<file path="src/rtl/pc_sequencer_if.sv">
// pc_sequencer_if
//   Bundles the request and status signals between the instruction decoder /
//   datapath and the program-counter sequencer.
//   master modport : decoder side, drives requests, observes PC and status.
//   slave modport  : pc_sequencer side, consumes requests, drives PC and status.
//   Request signals : stall, exception, jr, jr_target, jump, jump_index,
//                     branch_taken, branch_offset, halt_req, resume.
//   Status signals  : pc, pc_plus4, epc, fetch_valid, state.
//   With PC_SEQ_PERF_CNT_EN defined, retired_cnt and stall_cnt are added.
interface pc_sequencer_if #(
   parameter int N_BIT = 32
);
   logic             stall;
   logic             exception;
   logic             jr;
   logic [N_BIT-1:0] jr_target;
   logic             jump;
   logic [25:0]      jump_index;
   logic             branch_taken;
   logic [N_BIT-1:0] branch_offset;
   logic             halt_req;
   logic             resume;

   logic [N_BIT-1:0] pc;
   logic [N_BIT-1:0] pc_plus4;
   logic [N_BIT-1:0] epc;
   logic             fetch_valid;
   logic [1:0]       state;
`ifdef PC_SEQ_PERF_CNT_EN
   logic [31:0]      retired_cnt;
   logic [31:0]      stall_cnt;
`endif

   modport master (
      output stall, exception, jr, jr_target, jump, jump_index,
             branch_taken, branch_offset, halt_req, resume,
      input  pc, pc_plus4, epc, fetch_valid, state
`ifdef PC_SEQ_PERF_CNT_EN
      , input retired_cnt, stall_cnt
`endif
   );

   modport slave (
      input  stall, exception, jr, jr_target, jump, jump_index,
             branch_taken, branch_offset, halt_req, resume,
      output pc, pc_plus4, epc, fetch_valid, state
`ifdef PC_SEQ_PERF_CNT_EN
      , output retired_cnt, stall_cnt
`endif
   );
endinterface

</file>
<file path="src/rtl/pc_sequencer.sv">
// pc_sequencer
//   Owns the MIPS program counter and selects its next value each cycle.
//   Next-PC priority in RUN: exception, stall (hold), jr, jump, taken branch,
//   halt_req (steps to PC+4 and halts), sequential PC+4.
//   After reset a BOOT phase of BOOT_CYCLES edges holds RESET_VECTOR before the
//   first fetch; HALT holds the PC until resume or an exception.
//   Ports:
//     clk      - system clock, rising edge
//     reset_n  - asynchronous active-low reset
//     bus      - pc_sequencer_if.slave (requests in; pc, pc_plus4, epc,
//                fetch_valid, state out)
//   Optional: define PC_SEQ_PERF_CNT_EN to add retired_cnt / stall_cnt.
module pc_sequencer #(
   parameter int               N_BIT        = 32,
   parameter logic [N_BIT-1:0] RESET_VECTOR = 32'h0000_0000,
   parameter logic [N_BIT-1:0] EXC_VECTOR   = 32'h8000_0180,
   parameter int               BOOT_CYCLES  = 2
) (
   input logic          clk,
   input logic          reset_n,
   pc_sequencer_if.slave bus
);

   localparam int CNT_W = (BOOT_CYCLES > 1) ? $clog2(BOOT_CYCLES) : 1;
   localparam logic [CNT_W-1:0] BOOT_LAST = CNT_W'(BOOT_CYCLES - 1);

   typedef enum logic [1:0] {
      ST_BOOT = 2'b00,
      ST_RUN  = 2'b01,
      ST_HALT = 2'b10
   } state_t;

   state_t            state_reg, state_next;
   logic [N_BIT-1:0]  pc_reg, pc_next;
   logic [N_BIT-1:0]  epc_reg, epc_next;
   logic [CNT_W-1:0]  boot_cnt_reg, boot_cnt_next;

   logic [N_BIT-1:0]  pc_plus4;
   logic [N_BIT-1:0]  branch_target;
   logic [N_BIT-1:0]  jump_target;
   logic [N_BIT-1:0]  jr_target_aligned;

   assign pc_plus4          = pc_reg + N_BIT'(4);
   assign branch_target     = pc_plus4 + (bus.branch_offset << 2);
   // J-type target keeps the 256 MB region of the delay-slot address.
   assign jump_target       = {pc_plus4[N_BIT-1 -: 4], bus.jump_index, 2'b00};
   // Misaligned jr targets are silently aligned, no trap is raised.
   assign jr_target_aligned = {bus.jr_target[N_BIT-1:2], 2'b00};

   always_ff @(posedge clk or negedge reset_n) begin
      if (!reset_n) begin
         state_reg    <= ST_BOOT;
         pc_reg       <= RESET_VECTOR;
         epc_reg      <= '0;
         boot_cnt_reg <= '0;
      end else begin
         state_reg    <= state_next;
         pc_reg       <= pc_next;
         epc_reg      <= epc_next;
         boot_cnt_reg <= boot_cnt_next;
      end
   end

   always_comb begin
      state_next    = state_reg;
      pc_next       = pc_reg;
      epc_next      = epc_reg;
      boot_cnt_next = boot_cnt_reg;

      case (state_reg)
         ST_BOOT: begin
            // Requests are ignored until the boot wait has elapsed.
            pc_next = RESET_VECTOR;
            if (boot_cnt_reg == BOOT_LAST) begin
               state_next    = ST_RUN;
               boot_cnt_next = '0;
            end else begin
               boot_cnt_next = boot_cnt_reg + CNT_W'(1);
            end
         end

         ST_RUN: begin
            if (bus.exception) begin
               // Exception overrides a stall.
               pc_next  = EXC_VECTOR;
               epc_next = pc_reg;
            end else if (bus.stall) begin
               // Lower-priority requests are dropped, not queued.
               pc_next = pc_reg;
            end else if (bus.jr) begin
               pc_next = jr_target_aligned;
            end else if (bus.jump) begin
               pc_next = jump_target;
            end else if (bus.branch_taken) begin
               pc_next = branch_target;
            end else if (bus.halt_req) begin
               // Step past the halting instruction so resume continues after it.
               pc_next    = pc_plus4;
               state_next = ST_HALT;
            end else begin
               pc_next = pc_plus4;
            end
         end

         ST_HALT: begin
            if (bus.exception) begin
               pc_next    = EXC_VECTOR;
               epc_next   = pc_reg;
               state_next = ST_RUN;
            end else if (bus.resume) begin
               state_next = ST_RUN;
            end
         end

         default: begin
            // Encoding 11 cannot be reached normally; recover through BOOT.
            state_next    = ST_BOOT;
            pc_next       = RESET_VECTOR;
            boot_cnt_next = '0;
         end
      endcase
   end

   assign bus.pc          = pc_reg;
   assign bus.pc_plus4    = pc_plus4;
   assign bus.epc         = epc_reg;
   assign bus.fetch_valid = (state_reg == ST_RUN);
   assign bus.state       = state_reg;

`ifdef PC_SEQ_PERF_CNT_EN
   logic [31:0] retired_cnt_reg;
   logic [31:0] stall_cnt_reg;

   always_ff @(posedge clk or negedge reset_n) begin
      if (!reset_n) begin
         retired_cnt_reg <= '0;
         stall_cnt_reg   <= '0;
      end else if (state_reg == ST_RUN) begin
         if (bus.stall) begin
            stall_cnt_reg <= stall_cnt_reg + 32'd1;
         end else if (!bus.exception) begin
            retired_cnt_reg <= retired_cnt_reg + 32'd1;
         end
      end
   end

   assign bus.retired_cnt = retired_cnt_reg;
   assign bus.stall_cnt   = stall_cnt_reg;
`endif

endmodule

</file>
<file path="src/flat_wrapper.sv">
// flat-port wrapper written by rule: the top's interface ports become plain ports
module pc_sequencer_flat 
#(
   parameter int               N_BIT        = 32,
   parameter logic [N_BIT-1:0] RESET_VECTOR = 32'h0000_0000,
   parameter logic [N_BIT-1:0] EXC_VECTOR   = 32'h8000_0180,
   parameter int               BOOT_CYCLES  = 2
)
  (clk, reset_n, bus_stall, bus_exception, bus_jr, bus_jr_target, bus_jump, bus_jump_index, bus_branch_taken, bus_branch_offset, bus_halt_req, bus_resume, bus_pc, bus_pc_plus4, bus_epc, bus_fetch_valid, bus_state);
  pc_sequencer_if #(.N_BIT(N_BIT)) bus_i ();
  input logic clk;
  input logic reset_n;
  input wire logic [$bits(bus_i.stall)-1:0] bus_stall;
  input wire logic [$bits(bus_i.exception)-1:0] bus_exception;
  input wire logic [$bits(bus_i.jr)-1:0] bus_jr;
  input wire logic [$bits(bus_i.jr_target)-1:0] bus_jr_target;
  input wire logic [$bits(bus_i.jump)-1:0] bus_jump;
  input wire logic [$bits(bus_i.jump_index)-1:0] bus_jump_index;
  input wire logic [$bits(bus_i.branch_taken)-1:0] bus_branch_taken;
  input wire logic [$bits(bus_i.branch_offset)-1:0] bus_branch_offset;
  input wire logic [$bits(bus_i.halt_req)-1:0] bus_halt_req;
  input wire logic [$bits(bus_i.resume)-1:0] bus_resume;
  output wire logic [$bits(bus_i.pc)-1:0] bus_pc;
  output wire logic [$bits(bus_i.pc_plus4)-1:0] bus_pc_plus4;
  output wire logic [$bits(bus_i.epc)-1:0] bus_epc;
  output wire logic [$bits(bus_i.fetch_valid)-1:0] bus_fetch_valid;
  output wire logic [$bits(bus_i.state)-1:0] bus_state;
  assign bus_i.stall = bus_stall;
  assign bus_i.exception = bus_exception;
  assign bus_i.jr = bus_jr;
  assign bus_i.jr_target = bus_jr_target;
  assign bus_i.jump = bus_jump;
  assign bus_i.jump_index = bus_jump_index;
  assign bus_i.branch_taken = bus_branch_taken;
  assign bus_i.branch_offset = bus_branch_offset;
  assign bus_i.halt_req = bus_halt_req;
  assign bus_i.resume = bus_resume;
  assign bus_pc = bus_i.pc;
  assign bus_pc_plus4 = bus_i.pc_plus4;
  assign bus_epc = bus_i.epc;
  assign bus_fetch_valid = bus_i.fetch_valid;
  assign bus_state = bus_i.state;
  pc_sequencer #(.N_BIT(N_BIT), .RESET_VECTOR(RESET_VECTOR), .EXC_VECTOR(EXC_VECTOR), .BOOT_CYCLES(BOOT_CYCLES)) u_core (.clk(clk), .reset_n(reset_n), .bus(bus_i));
endmodule
</file>
<file path="config.mk">
export PLATFORM = sky130hd
export DESIGN_NAME = pc_sequencer_flat
export DESIGN_NICKNAME = d
export VERILOG_FILES = /design/src/rtl/pc_sequencer_if.sv /design/src/rtl/pc_sequencer.sv /design/src/flat_wrapper.sv
export SDC_FILE = /design/constraint.sdc
export NUM_CORES = 1
export LEC_CHECK = 0
export BUFFER_PORTS_ARGS = -buffer_cell sky130_fd_sc_hd__buf_2
export CAP_MARGIN = 40
export CELL_PAD_IN_SITES_DETAIL_PLACEMENT = 1
export CELL_PAD_IN_SITES_GLOBAL_PLACEMENT = 2
export CORE_ASPECT_RATIO = 0.75
export CORE_MARGIN = 1
export CORE_UTILIZATION = 29
export CTS_CLUSTER_DIAMETER = 100
export DETAILED_ROUTE_END_ITERATION = 10
export PLACE_DENSITY_LB_ADDON = 0.1
export SLEW_MARGIN = 20
export SYNTH_ARGS = -nofsm -noshare
export SYNTH_HDL_FRONTEND = slang
export SYNTH_SLANG_ARGS = --single-unit
export TNS_END_PERCENT = 30
</file>
<file path="constraint.sdc">
create_clock -name clk -period 4.3 [get_ports clk]
set_clock_uncertainty 0.2 [all_clocks]
set_input_delay 0.43 -clock clk [delete_from_list [all_inputs] [get_ports clk]]
set_output_delay 0.43 -clock clk [all_outputs]
set_load 0.005 [all_outputs]
</file>
Word level (Yosys, flattened, before mapping) --
Index checks and enable logic that the tools add are counted.
Word-level totals: register bits after elaboration 67, input bits 99, output and inout port bits 99, word-level logic and storage cells 43
Cells by class: add/subtract/negate cells 3, equality and inequality tests 12, mux-type cells 19, reductions and logical operators 5
Operators with widths (count):
- 32-bit 2-to-1 mux | 6
- 32-bit one-hot mux with 2 select lines | 1
- 32-bit by 3-bit adder with 32-bit output (second input constant) | 1
- 32-bit adder | 1
- 2-bit 2-to-1 mux | 9
- 2-bit != test (second input constant) | 7
- 8-bit AND reduction | 1
- 3-bit != test (second input constant) | 2
- 2-bit one-hot mux with 3 select lines | 1
- 2-bit AND reduction | 2
- 2-bit by 1-bit == test with 1-bit output (second input constant) | 1
- 2-bit == test (second input constant) | 1
- 2-bit logical NOT | 1
- 2-bit by 1-bit != test with 1-bit output (second input constant) | 1
- 1-bit one-hot mux with 2 select lines | 1
- 2-bit OR reduction | 1
- 1-bit adder (second input constant) | 1
- 1-bit 2-to-1 mux | 1

Depth between registers and ports, before layout --
Gate-level depths: netlist of run 1.
word-level depth 8, mapped depth 19, gate-level depth less buffers 17

Least setup slack after synthesis of run 1 --
Ideal clock, no wire load.
kind flip-flop to flip-flop, start point register u_core.pc_reg[2] (netlist: u_core.bus.pc[2]), end point register u_core.pc_reg[30] (netlist: u_core.bus.pc[30]), setup time 74 ps, arrival 3547 ps, data required time 4026 ps, slack 478 ps, cell stages (with the launch flop) 16, cells stage by stage dfrtp_1 -> ha_1 -> nand4_1 -> nor4_4 -> xor2_1 -> ha_1 -> buf_6 -> a21o_1 -> a31o_1 -> a221oi_2 -> nand3_1 -> o2111ai_2 -> a21oi_1 -> o21a_1 -> o211a_1 -> o21ai_2
Between the ends: cells in the longest elaborated chain, start to end 8
Ends and longest elaborated chain:
- from (decl) | line pc_sequencer.sv:34 | logic [N_BIT-1:0] pc_reg, pc_next;
- from (signal assigned) | line pc_sequencer.sv:58 | pc_reg <= pc_next;
- 32-bit by 3-bit adder with 32-bit output | line pc_sequencer.sv:43 | assign pc_plus4 = pc_reg + N_BIT'(4);
- net bus_pc_plus4[16] | line flat_wrapper.sv:24 | output wire logic [$bits(bus_i.pc_plus4)-1:0] bus_pc_plus4;
- 32-bit adder | line pc_sequencer.sv:44 | assign branch_target = pc_plus4 + (bus.branch_offset << 2);
- 32-bit 2-to-1 mux | line pc_sequencer.sv:94 | end else if (bus.branch_taken) begin
- 32-bit 2-to-1 mux | line pc_sequencer.sv:92 | end else if (bus.jump) begin
- 32-bit 2-to-1 mux | line pc_sequencer.sv:90 | end else if (bus.jr) begin
- 32-bit 2-to-1 mux | line pc_sequencer.sv:87 | end else if (bus.stall) begin
- 32-bit 2-to-1 mux | line pc_sequencer.sv:83 | if (bus.exception) begin
- 32-bit one-hot mux with 2 select lines | line pc_sequencer.sv:70 | case (state_reg)
The timed path passes the listed nets, and every way through them passes these cells. The select of a mux whose other input is x is not followed. A chain may end at the register's enable or synchronous reset.

Worst setup path in the final report of run 1 --
start point register u_core.pc_reg[2] (netlist: u_core.bus.pc[2]), end point register u_core.pc_reg[26] (netlist: u_core.bus.pc[26])
Between the ends: cells in the longest elaborated chain, start to end 8
Ends and longest elaborated chain (line):
- 32-bit by 3-bit adder with 32-bit output * | pc_sequencer.sv:43
- 32-bit adder | pc_sequencer.sv:44
- 32-bit 2-to-1 mux * | pc_sequencer.sv:94
- 32-bit 2-to-1 mux * | pc_sequencer.sv:92
- 32-bit 2-to-1 mux * | pc_sequencer.sv:90
- 32-bit 2-to-1 mux * | pc_sequencer.sv:87
- 32-bit 2-to-1 mux * | pc_sequencer.sv:83
- 32-bit one-hot mux with 2 select lines * | pc_sequencer.sv:70
Mark *: on every way between the ends. The rest lies on a longest branch, timed or not. The select of a mux whose other input is x is not followed.

==> flow_summary_export.csv, run 1 <==
group,metric,value,unit
logic_synthesis,synth_async_sr_flop_share,1.000,
clocking,h-tree-depth,3,
hold_path,worst_hold_path_type,"in -> reg",
sta,time_the_worst_path_needs_with_i_o_delays_and_setup,4.142,ns
global_routing,track_usage,0.2459,
die,core-area,0.01787,mm²
pwr,power_per_cell_area,445.8,mW/mm²
route,route.detailed.vias_per_inst,5.263,
logic_synthesis,netlist_instances,626,
die,die_area,0.01909,mm²
route,antenna_left,0,
die,pin_count,198,
setup_path,crit_family,"simple AND/OR/NAND/NOR gates",
logic_synthesis,synth_edf_count,0,
global_routing,globalRoute.busiestLayer,"met1",
die,floorplan.rows,42,
logic_synthesis,synth_top_cell_by_area,"sky130_fd_sc_hd__dfrtp_1",
logic_synthesis,synthesis.area_per_instance,8.589,µm²
logic_synthesis,synth_area_leaders,"sky130_fd_sc_hd__dfrtp_1, sky130_fd_sc_hd__ha_1, sky130_fd_sc_hd__mux2_2, sky130_fd_sc_hd__xnor2_1, sky130_fd_sc_hd__nand2_1",
global_routing,grt-ovfl-total,0,
route,wire_per_inst,21.23,µm
sta,total_negative_slack,0,ns
logic_synthesis,syn-cell-area,0.005376,mm²
final_layout,fraction_of_final_layout_cells_sized_beyond_drive_strength_1,0.3683,
global_routing,met3_routing_resource_usage_after_global_routing,0.03042,
setup_path,worstSetupStartpointType,"register",
setup_path,worstSetupPathType,"reg -> reg",
setup_path,critical_path_required,4.36,ns
route,dr_total_vias,5805,
logic_synthesis,synth_sequential_area_ratio,0.2932,
logic_synthesis,synth.ff_latch_count,63,
clocking,worstSkewPairLatency,0.33,ns
pwr,finalPower,3.263,mW
clocking,clk_transition_reported_paths,0.06,ns
clocking,clock_sinks,63,
final_layout,utilization,0.4097,
placed_design,dpl-instance-area,0.006917,mm²
global_routing,groute.layer.met2.usage,0.3451,
final_layout,syn2layout_area_growth,36.14,%
setup_path,critical_path.cell_chain,"buf_4 -> nand4_1 -> nor2_2 -> and2_4 -> and3_1 -> xor2_1 -> buf_4 -> ha_1 -> nand2_1 -> nor2_1 -> a221oi_2 -> nand3_1 -> o2111ai_2 -> nand2_1 -> xnor2_1 -> buf_4 -> o211a_1 -> o21ai_1",
status,status,"complete, no violations",
global_routing,grt_pass1_wl,35580,µm
placed_design,sum_of_net_half_perimeters_after_detailed_placement,19070,µm
setup_path,crit_top_cell,"sky130_fd_sc_hd__buf_4",
global_routing,met1_usage,0.3853,
logic_synthesis,yosysUniqueCellTypes,71,
logic_synthesis,netlist.area_leader.share,0.2932,
setup_path,max_stage_delay,0.35,ns
route,finalWirelength,23420,µm
job,max-cap-violations,0,
sta,final-hold-violation-count,0,
die,die_w,159.2,µm
placed_design,gpl.final_weighted_congestion,0.8613,
global_routing,antenna_found_initial,3,
setup_path,critical-path-slowest-cell,"sky130_fd_sc_hd__dfrtp_1",
sta,report.final.setup_viol,0,
clocking,cts-buffers-inserted,9,
global_routing,grt_max_degree,39,
sta,rsz0062_at_grt,"true",
final_layout,post-route-cell-area,0.007320,mm²
sta,fmaxAchievable,241.4,MHz
logic_synthesis,synth_warnings,0,
setup_path,critical_path_arrival,4.20,ns
sta,finalMaxSlewViolations,0,
pwr,ir_drop,0.1874,mV
sta,final.period_utilization,0.9633,
die,dieHeight,119.9,µm
route,residual_drc_count,0,
sta,max-slew-margin-rel,0.4481,
pwr,power.leakage,3.837,nW
placed_design,numPortBuffers,187,
die,effective_utilization_at_floorplan,0.3009,
setup_path,number_of_buffers_and_inverters_on_the_critical_path,3,
clocking,ctsLongestPathBuffers,2,
global_routing,vias_in_the_first_global_route,5944,
route,detailedRoute.firstIterationViolations,588,
final_layout,layout.filler_cells,2201,
logic_synthesis,postSynth.topFlopCell,"sky130_fd_sc_hd__dfrtp_1",
setup_path,worst_setup_path_end_kind,"register",
sta,tightestPinTransition,0.8270,ns
final_layout,final_nets,989,
clocking,clock-root-buffer,"sky130_fd_sc_hd__clkbuf_16",
setup_path,path_max_fanout,8,
clocking,tritoncts,"yes",
sta,worst_hold_slack,0.1288,ns
route,drt_first_pass_iters,5,
==> cell usage in the layout (no fill, tap or decap), drive strengths merged, types with 10 or more instances in the layout <==
cell,synthesis,routed
ha,36,36
a22oi,11,11
xnor2,34,34
inv,16,16
a22o,10,10
xor2,15,15
nand4,12,12
nand2,65,65
dfrtp,63,63
o21ai,50,50
a21o,12,12
buf,13,248
clkbuf,25,10
nand3,21,21
a211oi,15,15
a21oi,46,46
nor3,11,11
nor2,46,46
mux2,30,30
==> power breakdown <==
part	internal, mW	switching (mW)
combinational	0.677	0.852
sequential	0.737	0.147
clock	0.579	0.270
==> worst paths after layout <==
path	startpoint	to	slack, ns	depth (start not counted)
min in group asynchronous	reset_n	u_core.bus.state[0]	0.47	2
max in group asynchronous	reset_n	u_core.bus.pc[8]	2.44	3
worst max register to register	u_core.bus.pc[2]	u_core.bus.pc[26]	0.16	18
worst max-delay path	u_core.bus.pc[2]	u_core.bus.pc[26]	0.16	18
worst min-delay path	bus_jr_target[19]	u_core.bus.pc[19]	0.13	3
worst min register to register	u_core.bus.epc[2]	u_core.bus.epc[2]	0.27	2
==> tightest hold or removal path: stages <==
cell and delay, ns:
sky130_fd_sc_hd__buf_2 0.07, sky130_fd_sc_hd__a22oi_1 0.05, sky130_fd_sc_hd__o21ai_0 0.07
==> cell families (layout without fill, tap and decap cells) <==
kind of cell	Yosys count	in the layout	synth area share
xor gates and xnor gates	49	49	0.08122
other	1	9	0.0006975
AOI/OAI and AO/OA	203	203	0.2558
buffers and inverters	54	281	0.04491
muxes	34	34	0.07028
adders and majority gates	37	37	0.08750
DFF	63	63	0.2932
and+or+nand+nor	185	185	0.1664
==> through the flow <==
stage	setup slack (ns)	std cells
after floorplan	0.4784	631
after global routing	-0.01733	1102
after global placement	0.3047	1081
after detailed placement	0.1873	1082
final	0.1579	1103
after CTS	0.1485	1099
==> synthesized netlist by cell type (5+ instances only) <==
master,number
sky130_fd_sc_hd__mux2_2,30
sky130_fd_sc_hd__a21o_1,12
sky130_fd_sc_hd__inv_1,15
sky130_fd_sc_hd__nand2_1,65
sky130_fd_sc_hd__and3_1,8
sky130_fd_sc_hd__o21ai_0,44
sky130_fd_sc_hd__dfrtp_1,63
sky130_fd_sc_hd__buf_4,7
sky130_fd_sc_hd__xnor2_1,33
sky130_fd_sc_hd__nand4_1,11
sky130_fd_sc_hd__xor2_1,15
sky130_fd_sc_hd__o31ai_1,6
sky130_fd_sc_hd__a211oi_1,15
sky130_fd_sc_hd__clkbuf_1,25
sky130_fd_sc_hd__nand3_1,20
sky130_fd_sc_hd__a22oi_1,11
sky130_fd_sc_hd__a22o_1,10
sky130_fd_sc_hd__nor3_1,11
sky130_fd_sc_hd__nor2_1,44
sky130_fd_sc_hd__o211ai_1,8
sky130_fd_sc_hd__a21oi_1,46
sky130_fd_sc_hd__o21ai_1,5
sky130_fd_sc_hd__ha_1,36
==> metal layers <==
metal / share of wire / routed length (µm)
met5: 0 / 0
met4: 0.018 / 423
met3: 0.049 / 1158
met2: 0.40 / 9472
met1: 0.53 / 12360
==> cell type report <==
cell class              instances  area [µm²]  share of cell area
well taps                     242       302.8             0.04137
repair buffers                249        1408              0.1923
clock inverters                 6       107.6             0.01470
clock buffers                  10       239.0             0.03265
multi-input cells             514        3617              0.4942
inverters                      16       60.06            0.008205
diodes                          3       7.507            0.001026
flip-flops and latches         63        1578              0.2156
==> repair_timing <==
action,CTS,global route
gates resized for setup,0,7
hold endpoints to repair,25,0
buffers inserted,0,0
hold buffers,1,0
setup endpoints to repair,0,5
(Power assumes the default switching activity.)
==> inputs of run 2 (changes only) <==
--- a/config.mk
+++ b/config.mk
@@ -7,14 +7,12 @@
 export LEC_CHECK = 0
 export BUFFER_PORTS_ARGS = -buffer_cell sky130_fd_sc_hd__buf_2
 export CAP_MARGIN = 40
-export CELL_PAD_IN_SITES_DETAIL_PLACEMENT = 1
-export CELL_PAD_IN_SITES_GLOBAL_PLACEMENT = 2
 export CORE_ASPECT_RATIO = 0.75
 export CORE_MARGIN = 1
-export CORE_UTILIZATION = 29
+export CORE_UTILIZATION = 30
 export CTS_CLUSTER_DIAMETER = 100
 export DETAILED_ROUTE_END_ITERATION = 10
-export PLACE_DENSITY_LB_ADDON = 0.1
+export GPL_TIMING_DRIVEN = 0
 export SLEW_MARGIN = 20
 export SYNTH_ARGS = -nofsm -noshare
 export SYNTH_HDL_FRONTEND = slang
==> flow_summary_export.csv, run 2 (same netlist as run 1, synthesis figures left out) <==
group,metric,value,unit
die,die_area,0.01847,mm²
route,residual_drc_count,0,
route,dr_total_vias,5676,
die,floorplan.rows,41,
final_layout,post_layout_nonfiller_instances,1077,
die,core-area,0.01719,mm²
die,effective_utilization_at_floorplan,0.3129,
final_layout,layout.filler_cells,1760,
placed_design,gpl.final_weighted_congestion,0.8892,
final_layout,multi_input_comb_area,0.003714,mm²
pwr,ir_drop,0.2095,mV
global_routing,grt-ovfl-total,0,
die,pin_count,198,
global_routing,grt_max_degree,55,
route,route.detailed.vias_per_inst,5.270,
clocking,clk_transition_reported_paths,0.06,ns
pwr,power_per_cell_area,423.2,mW/mm²
final_layout,final_nets,969,
setup_path,critical_path.reg2reg.endpoint,"u_core.bus.pc[20]",
setup_path,timing.rr.start,"u_core.bus.pc[8]",
setup_path,reg2reg_setup_slack,0.15,ns
final_layout,post-route-cell-area,0.007129,mm²
global_routing,vias_in_the_first_global_route,5300,
global_routing,track_usage,0.2204,
sta,finalMaxSlewViolations,0,
final_layout,utilization,0.4149,
sta,report.final.setup_viol,0,
global_routing,grt_pass1_wl,30660,µm
route,antenna_left,0,
route,finalWirelength,20670,µm
global_routing,antenna_found_initial,4,
clocking,clock_sinks,63,
sta,tightestPinTransition,0.8594,ns
route,wire_per_inst,19.19,µm
final_layout,seq_area,0.001579,mm²
setup_path,r2r_cells,14,
route,detailedRoute.firstIterationViolations,431,
setup_path,critical_path_required,4.36,ns
placed_design,dpl-instance-area,0.006661,mm²
hold_path,worst_hold_startpoint,"bus_jr_target[15]",
sta,final-hold-violation-count,0,
hold_path,timing.hold.worst_path_depth,3,
clocking,worstSkewPairLatency,0.33,ns
route,drt_first_pass_iters,5,
placed_design,sum_of_net_half_perimeters_after_detailed_placement,16580,µm
final_layout,layout_common_cells,"sky130_fd_sc_hd__buf_2, sky130_fd_sc_hd__nand2_1, sky130_fd_sc_hd__dfrtp_1",
setup_path,path_max_fanout,7,
clocking,h-tree-depth,3,
sta,time_the_worst_path_needs_with_i_o_delays_and_setup,4.154,ns
die,dieHeight,117.9,µm
placed_design,numPortBuffers,186,
sta,final.period_utilization,0.9661,
pwr,power.leakage,3.636,nW
setup_path,critical_path_arrival,4.21,ns
clocking,clock-root-buffer,"sky130_fd_sc_hd__clkbuf_16",
final_layout,fraction_of_final_layout_cells_sized_beyond_drive_strength_1,0.3413,
placed_design,dp.cells,1055,
sta,max-slew-margin-rel,0.4240,
die,die_w,156.6,µm
setup_path,worstSetupPathType,"reg -> reg",
final_layout,final_common_cell,"sky130_fd_sc_hd__buf_2",
clocking,cts-buffers-inserted,9,
clocking,ctsLongestPathBuffers,2,
job,max-cap-violations,0,
hold_path,hold_end,"u_core.bus.pc[15]",
status,status,"complete, no violations",
clocking,tritoncts,"yes",
final_layout,syn2layout_area_growth,32.60,%
sta,fmaxAchievable,240.7,MHz
hold_path,worst_hold_path_type,"in -> reg",
setup_path,worstSetupStartpointType,"register",
setup_path,worst_setup_path_end_kind,"register",
## run 2: layout make-up
| type | instances | share of cell area |
|---|---|---|
| clock buffer | 10 | 0.03212 |
| antenna | 3 | 0.001053 |
| multi-input combinational | 514 | 0.5209 |
| buffer | 36 | 0.02439 |
| inverter | 16 | 0.008424 |
| tap | 236 | 0.04142 |
| clock inverter | 6 | 0.008600 |
| sequential | 63 | 0.2215 |
| timing repair buffer | 193 | 0.1416 |
## run 2: how the worst max path moves through the flow
stage / endpoint / start / slack [ns] / depth (start not counted)
5_1_grt: u_core.bus.pc[21] / u_core.bus.pc[4] / -0.01 / 16
6_report: u_core.bus.pc[20] / u_core.bus.pc[8] / 0.15 / 14
4_1_cts: u_core.bus.pc[30] / u_core.bus.pc[3] / 0.02 / 16
3_3_place_gp: u_core.bus.pc[31] / u_core.bus.pc[3] / -0.30 / 16
2_1_floorplan: u_core.bus.pc[30] / u_core.bus.pc[2] / 0.48 / 15
3_5_place_dp: u_core.bus.pc[31] / u_core.bus.pc[3] / -0.31 / 16
## run 2: stage by stage
step	hold slack (ns)	setup TNS, ns	worst slack [ns]	total power, mW
6_report	0.1267	0	0.1456	3.017
5_1_grt	0.1369	-0.009512	-0.009512	3.202
4_1_cts	0.1217	0	0.02104	2.982
3_5_place_dp	0.09047	-0.9416	-0.3052	2.237
3_3_place_gp	0.2602	-1.094	-0.2993	2.218
2_1_floorplan	-0.06559	0	0.4784	1.695
## run 2: timing repair
item                                    CTS  global route
buffers inserted                          1             2
endpoints found under the setup margin    6            11
gates resized for setup                   1            24
hold buffers                              1             0
hold endpoints to repair                  9             0
pin swaps                                 1             3
## run 2: worst max-delay path: stages (launching register included)
cell,delay [ns]
sky130_fd_sc_hd__dfrtp_1,0.57
sky130_fd_sc_hd__nand4_1,0.21
sky130_fd_sc_hd__nor2_2,0.22
sky130_fd_sc_hd__nand2_1,0.10
sky130_fd_sc_hd__xnor2_1,0.43
sky130_fd_sc_hd__ha_1,0.40
sky130_fd_sc_hd__a21oi_1,0.16
sky130_fd_sc_hd__nor2_1,0.06
sky130_fd_sc_hd__a211oi_1,0.37
sky130_fd_sc_hd__nand2_1,0.23
sky130_fd_sc_hd__a21o_1,0.25
sky130_fd_sc_hd__a41oi_1,0.38
sky130_fd_sc_hd__xor2_1,0.13
sky130_fd_sc_hd__o211a_1,0.26
sky130_fd_sc_hd__o21ai_1,0.12
## run 2: power breakdown
part           internal, mW  switching, mW  leakage (nW)  total (mW)
sequential            0.736          0.179         0.862       0.915
combinational         0.611          0.753          2.63        1.36
clock                 0.447          0.291         0.142       0.739
total                  1.79           1.22          3.64        3.02
## run 2: routing by layer
layer	track usage	vias up	part of all wire	wire length (µm)
met5	0	-	0.00063	13
met4	0.05821	2	0.016	325
met3	0.04087	29	0.071	1463
met2	0.3111	239	0.41	8479
met1	0.3357	2667	0.50	10380
li1	-	2739	-	-
